## config.mk

```make
export PLATFORM = sky130hd
export DESIGN_NAME = instruction_loader
export DESIGN_NICKNAME = d
export VERILOG_FILES = /design/src/rtl/instruction_loader.sv
export SDC_FILE = /design/constraint.sdc
export NUM_CORES = 1
export LEC_CHECK = 0
export ABC_AREA = 0
export CAP_MARGIN = 20
export CORE_MARGIN = 3
export CORE_UTILIZATION = 58
export DETAILED_ROUTE_END_ITERATION = 8
export DONT_BUFFER_PORTS = 1
export MAX_ROUTING_LAYER = met4
export PLACE_DENSITY = 0.79
export SYNTH_ARGS = -nofsm -noshare
export SYNTH_HDL_FRONTEND = slang
export SYNTH_SLANG_ARGS = --single-unit
```

## constraint.sdc

```tcl
create_clock -name clk -period 5.95 [get_ports clk]
set_input_delay 1.19 -clock clk [delete_from_list [all_inputs] [get_ports clk]]
set_output_delay 1.19 -clock clk [all_outputs]
set_load 0.005 [all_outputs]
```

## src/rtl/instruction_loader.sv

```systemverilog
// ============================================================================
// Module   : instruction_loader
// Purpose  : Byte-stream boot loader that fills instruction memory before the
//            core runs (little-endian word count, then 32-bit words).
// Revision : 1.0
// ============================================================================
`default_nettype none

module instruction_loader #(
  parameter int MEM_WORDS      = 256,
  parameter int TIMEOUT_CYCLES = 100000
) (
  input  logic        clk,
  input  logic        rst,
  input  logic        byte_valid,
  input  logic [7:0]  byte_data,
  output logic        byte_ready,
  input  logic        reload,
  output logic        we,
  output logic [31:0] ADDR_INST,
  output logic [31:0] Instrucoes,
  output logic        clk_load,
  output logic        done,
  output logic        error
);

  localparam int GAP_W = $clog2(TIMEOUT_CYCLES + 1);
  localparam logic [GAP_W-1:0] C_TIMEOUT  = GAP_W'(TIMEOUT_CYCLES);
  localparam logic [31:0]      C_MEM_WORDS = 32'(MEM_WORDS);

  typedef enum logic [2:0] {
    S_HDR0  = 3'd0,
    S_HDR1  = 3'd1,
    S_BYTE  = 3'd2,
    S_WRITE = 3'd3,
    S_DONE  = 3'd4,
    S_ERR   = 3'd5
  } state_t;

  state_t            state_q, state_d;
  logic [15:0]       count_q, count_d;
  logic [15:0]       word_idx_q, word_idx_d;
  logic [1:0]        byte_idx_q, byte_idx_d;
  logic [GAP_W-1:0]  gap_q, gap_d;
  logic [31:0]       addr_q, addr_d;
  logic [31:0]       instr_q, instr_d;

  logic              w_accept;
  logic [15:0]       w_hdr_count;
  logic [15:0]       w_next_word;
  logic [GAP_W-1:0]  w_gap_inc;
  logic              w_timeout;

  always_ff @(posedge clk or posedge rst) begin
    if (rst) begin
      state_q    <= S_HDR0;
      count_q    <= '0;
      word_idx_q <= '0;
      byte_idx_q <= '0;
      gap_q      <= '0;
      addr_q     <= '0;
      instr_q    <= '0;
    end else begin
      state_q    <= state_d;
      count_q    <= count_d;
      word_idx_q <= word_idx_d;
      byte_idx_q <= byte_idx_d;
      gap_q      <= gap_d;
      addr_q     <= addr_d;
      instr_q    <= instr_d;
    end
  end

  always_comb begin
    state_d    = state_q;
    count_d    = count_q;
    word_idx_d = word_idx_q;
    byte_idx_d = byte_idx_q;
    gap_d      = gap_q;
    addr_d     = addr_q;
    instr_d    = instr_q;

    byte_ready = (state_q == S_HDR0) || (state_q == S_HDR1) || (state_q == S_BYTE);
    w_accept   = byte_valid && byte_ready;

    w_hdr_count = {byte_data, count_q[7:0]};
    w_next_word = word_idx_q + 16'd1;
    w_gap_inc   = gap_q + {{(GAP_W-1){1'b0}}, 1'b1};
    w_timeout   = (w_gap_inc == C_TIMEOUT);

    case (state_q)
      S_HDR0: begin
        // Idle forever here: no gap counting before the first header byte.
        if (w_accept) begin
          count_d[7:0] = byte_data;
          gap_d        = '0;
          state_d      = S_HDR1;
        end
      end

      S_HDR1: begin
        if (w_accept) begin
          count_d[15:8] = byte_data;
          gap_d         = '0;
          if (w_hdr_count == 16'd0) begin
            state_d = S_DONE;
          end else if ({16'd0, w_hdr_count} > C_MEM_WORDS) begin
            state_d = S_ERR;
          end else begin
            word_idx_d = '0;
            byte_idx_d = '0;
            addr_d     = '0;
            state_d    = S_BYTE;
          end
        end else if (w_timeout) begin
          state_d = S_ERR;
        end else begin
          gap_d = w_gap_inc;
        end
      end

      S_BYTE: begin
        if (w_accept) begin
          instr_d[{byte_idx_q, 3'b000} +: 8] = byte_data;
          byte_idx_d = byte_idx_q + 2'd1;
          gap_d      = '0;
          if (byte_idx_q == 2'd3) begin
            state_d = S_WRITE;
          end
        end else if (w_timeout) begin
          state_d = S_ERR;
        end else begin
          gap_d = w_gap_inc;
        end
      end

      S_WRITE: begin
        word_idx_d = w_next_word;
        if (w_next_word == count_q) begin
          state_d = S_DONE;
        end else begin
          byte_idx_d = '0;
          gap_d      = '0;
          addr_d     = {14'd0, w_next_word, 2'b00};
          state_d    = S_BYTE;
        end
      end

      S_DONE, S_ERR: begin
        if (reload) begin
          state_d    = S_HDR0;
          count_d    = '0;
          word_idx_d = '0;
          byte_idx_d = '0;
          gap_d      = '0;
          addr_d     = '0;
          instr_d    = '0;
        end
      end

      default: begin
        state_d = S_HDR0;
      end
    endcase
  end

  // Outputs decode straight from state so an async reset takes effect at once.
  assign we         = (state_q != S_DONE);
  assign done       = (state_q == S_DONE);
  assign error      = (state_q == S_ERR);
  assign clk_load   = (state_q == S_WRITE);
  assign ADDR_INST  = addr_q;
  assign Instrucoes = instr_q;

endmodule

`default_nettype wire

```

==> metrics.txt <==
Avg Cell Area, Syn=8.69 um2; crit start category=flip-flop; Final ANT Viol Nets=0; total congestion overflow=0; hold wc startpoint=Instrucoes[1]; Max Fclk=about 290 MHz; grt met2 use=0.393; ys async rst share=1.00; grt met3 use=0.0583; XOR/XNOR Fraction of Synth Area=0.0529; Final period util=0.588; Synth warnings=0; Synth Area in Simple Gates=0.215; Rel. slew slack=0.336; RSZ-0062 raised after global routing=no; Syn Inst Count=~650; Compound-Gate Fraction of Synth Area=0.181; Resized cells post-CTS=0; post-DP HPWL=between 9000 and 10000 um; Post-synth EDFFs=0; nets=between 600 and 700; final hold viol count=0; initial antenna violation count=0; gr usage total=0.265; max-slew violations=0; adder-cell share of the synthesized area=0.0133; Synth cell types=between 60 and 70; WL/cell=18.4 um; vias per cell=6.19; Leak=approximately 2.4 nW; global-route wire length before repair=22800 um; gr busiest metal=met2; Tightest Pin Transition=roughly 1.0 ns; area occupied by multi-input gates=~0.0028 mm2; setup tns final=0 ns; Max Cap Viol=0; fillers=~800; clock skew=between 0.02 and 0.03 ns; Die Y=between 100 and 150 um; Arrival @ worst endpoint=approximately 3.8 ns; Top Ports=81; largest buffer count on any clock path=2; total number of vias=between 4000 and 5000; status=finished clean; Die X-Extent=roughly 100 um; Detailed Routing Iterations Pass 1=7; layout cell share with drive strength beyond 1=0.0480; Cell Area, Placed=about 0.0056 mm2; Min Clock Period, post-route=3.50 ns; # diodes=0; 1st-iter DRT viols=286; core area=roughly 0.0093 mm2; RR Startpoint=word_idx_q[0]; Hold Crit Class=flip-flop to flip-flop; Rows=35; Synth Flop Type=dfrtp_1; post-synthesis cell area=approximately 0.0056 mm2; Req. time, crit path=6.22 ns; Worst Setup End Kind=flip-flop; DRC=0; multiplexer share of the synthesized area=0.0187; final setup vio count=0; CTS clock-pin slew for the worst setup and hold paths=roughly 0.12 ns; final WL=~14000 um; CTS tree=yes; Sinks on Clock Net=~100; htree depth=3; Post-CTS Setup Bufs=0; TritonCTS buffer count=9; register area=around 0.0026 mm2; largest net degree at the start of global routing=76; IO buf count=0; die area=around 0.011 mm2; GPL Wtd Cong=0.961; Max IR drop VDD=approximately 0.20 mV; Setup crit start=word_idx_q[0]; largest family of logic cells by synthesized area=simple AND/OR/NAND/NOR gates; Post-CTS Hold Fix Bufs=0; Root Driver=clkbuf_8; Synth Register Bits=102; synth-to-layout area growth=2.73%; Seq/Total Area, Yosys=0.453; Final Hold Slack=0.524 ns; worst skew pair latency=roughly 0.40 ns; Layout Cell Area excl Fill=just under 0.006 mm2; Starting Density=0.604; vias in the first global route=4531; crit-path max FO=16; CP Class=flip-flop to flip-flop; GR Util met1=0.355; Power Density=slightly above 300 mW/mm2
-- critical path: stages (launching register included) --
cell and delay [ns]:
dfrtp_1 0.48, ha_1 0.32, nand4_1 0.20, nor2_1 0.25, a21oi_1 0.11, a221o_1 0.28
or4_1 0.43, or4_4 0.58, nand2_2 0.33, mux2_2 0.38
-- state kept, by name, indices dropped and copies added, names as in the netlist --
signal      cells
word_idx_q     16
count_q        16
gap_q          17
Instrucoes     32
ADDR_INST      16
state_q         3
byte_idx_q      2
-- power breakdown --
group          internal (W)  switching [W]  leakage, nW
logic              0.000152       0.000287        0.926
registers          0.000774       0.000115         1.39
clock network      0.000166       0.000284       0.0981
total               0.00109       0.000686         2.42
-- area by class of cell --
cell class / instances / area share
inverters: 18 / 0.0121
flip-flops and latches: 102 / 0.441
multi-input cells: 485 / 0.480
repair buffers: 4 / 0.00476
well taps: 129 / 0.0279
clock inverters: 7 / 0.0130
clock buffers: 9 / 0.0214
-- cells in the mapped netlist (2+ instances only) --
cell type,n,area share
o2bb2ai_1,12,0.019
a21oi_1,21,0.019
nand2_2,2,0.0022
xor2_1,14,0.022
a21boi_0,2,0.0027
mux2_1,3,0.0060
or3_1,5,0.0056
nand2_1,130,0.087
buf_1,2,0.0013
xnor2_1,20,0.031
o21bai_1,2,0.0027
nand2b_1,7,0.0078
o21ai_1,4,0.0036
nor2_1,33,0.022
a32o_1,4,0.0071
a22o_1,2,0.0031
and3_1,4,0.0044
dfrtp_1,102,0.45
nand3b_1,2,0.0027
and4_1,8,0.012
or4_1,4,0.0053
nand3_1,11,0.0098
o2111ai_1,2,0.0031
buf_2,9,0.0080
ha_1,6,0.013
inv_1,18,0.012
or2_2,2,0.0022
and2_1,4,0.0044
nor4_1,9,0.010
nand4_1,14,0.016
a211o_1,2,0.0031
a31oi_1,12,0.013
o31ai_1,15,0.020
mux2i_1,6,0.011
o31a_1,2,0.0031
nor3_1,12,0.011
clkbuf_1,29,0.019
buf_4,16,0.021
o21ai_0,70,0.062
nor2b_1,2,0.0022
o211ai_1,2,0.0027
-- cells by family after synthesis --
family,after synthesis
AOI/OAI and AO/OA,163
adders and majority gates,6
and+or+nand+nor,256
muxes,10
other,1
DFF,102
buffers and inverters,76
xor gates and xnor gates,34
-- worst paths after layout --
| kind | end | slack, ns | cells after the start |
|---|---|---|---|
| hold / removal | Instrucoes[1] | 0.52 | 2 |
| max in group asynchronous | gap_q[0] | 4.08 | 2 |
| hold reg to reg | Instrucoes[1] | 0.52 | 2 |
| setup reg to reg | ADDR_INST[17] | 2.45 | 9 |
| setup / recovery | ADDR_INST[17] | 2.45 | 9 |
| min in group asynchronous | word_idx_q[0] | 0.63 | 1 |
-- per-stage QoR --
stage / std cells / utilization / power, W / setup slack (ns)
5_1_grt: 754 / 0.620 / 0.00189 / 2.25
2_1_floorplan: 663 / - / 0.00123 / 2.08
4_1_cts: 753 / 0.619 / 0.00178 / 2.51
3_5_place_dp: 737 / 0.598 / 0.00133 / 2.56
3_3_place_gp: 736 / 0.597 / 0.00131 / 2.65
6_report: 754 / 0.620 / 0.00178 / 2.45
-- per-layer routing --
metal / routed length [um] / share of wire / vias up
met5: 0 / 0 / -
met4: 355 / 0.026 / 0
met3: 1220 / 0.088 / 30
met2: 6230 / 0.45 / 193
met1: 6030 / 0.44 / 2256
li1: - / - / 2191
-- cell usage in the layout (no fill, tap or decap), drive strengths merged, types with 3 or more instances in the layout --
cell type  netlist  routed
nand2          132     132
dfrtp          102     102
o21ai           74      74
nor2            34      34
a21oi           21      21
inv             18      21
xnor2           20      20
conb             1      16
o31ai           15      15
nand4           14      14
xor2            14      14
a31oi           12      12
o2bb2ai         12      12
nor3            12      12
nand3           11      11
nor4             9       9
clkbuf          30       9
and4             8       8
nand2b           7       7
mux2i            6       6
ha               6       6
or3              5       5
or4              5       5
and3             4       4
and2             4       4
a32o             4       4
mux2             4       4
buf             28       4
clkinv           0       3
(Power assumes the default switching activity.)
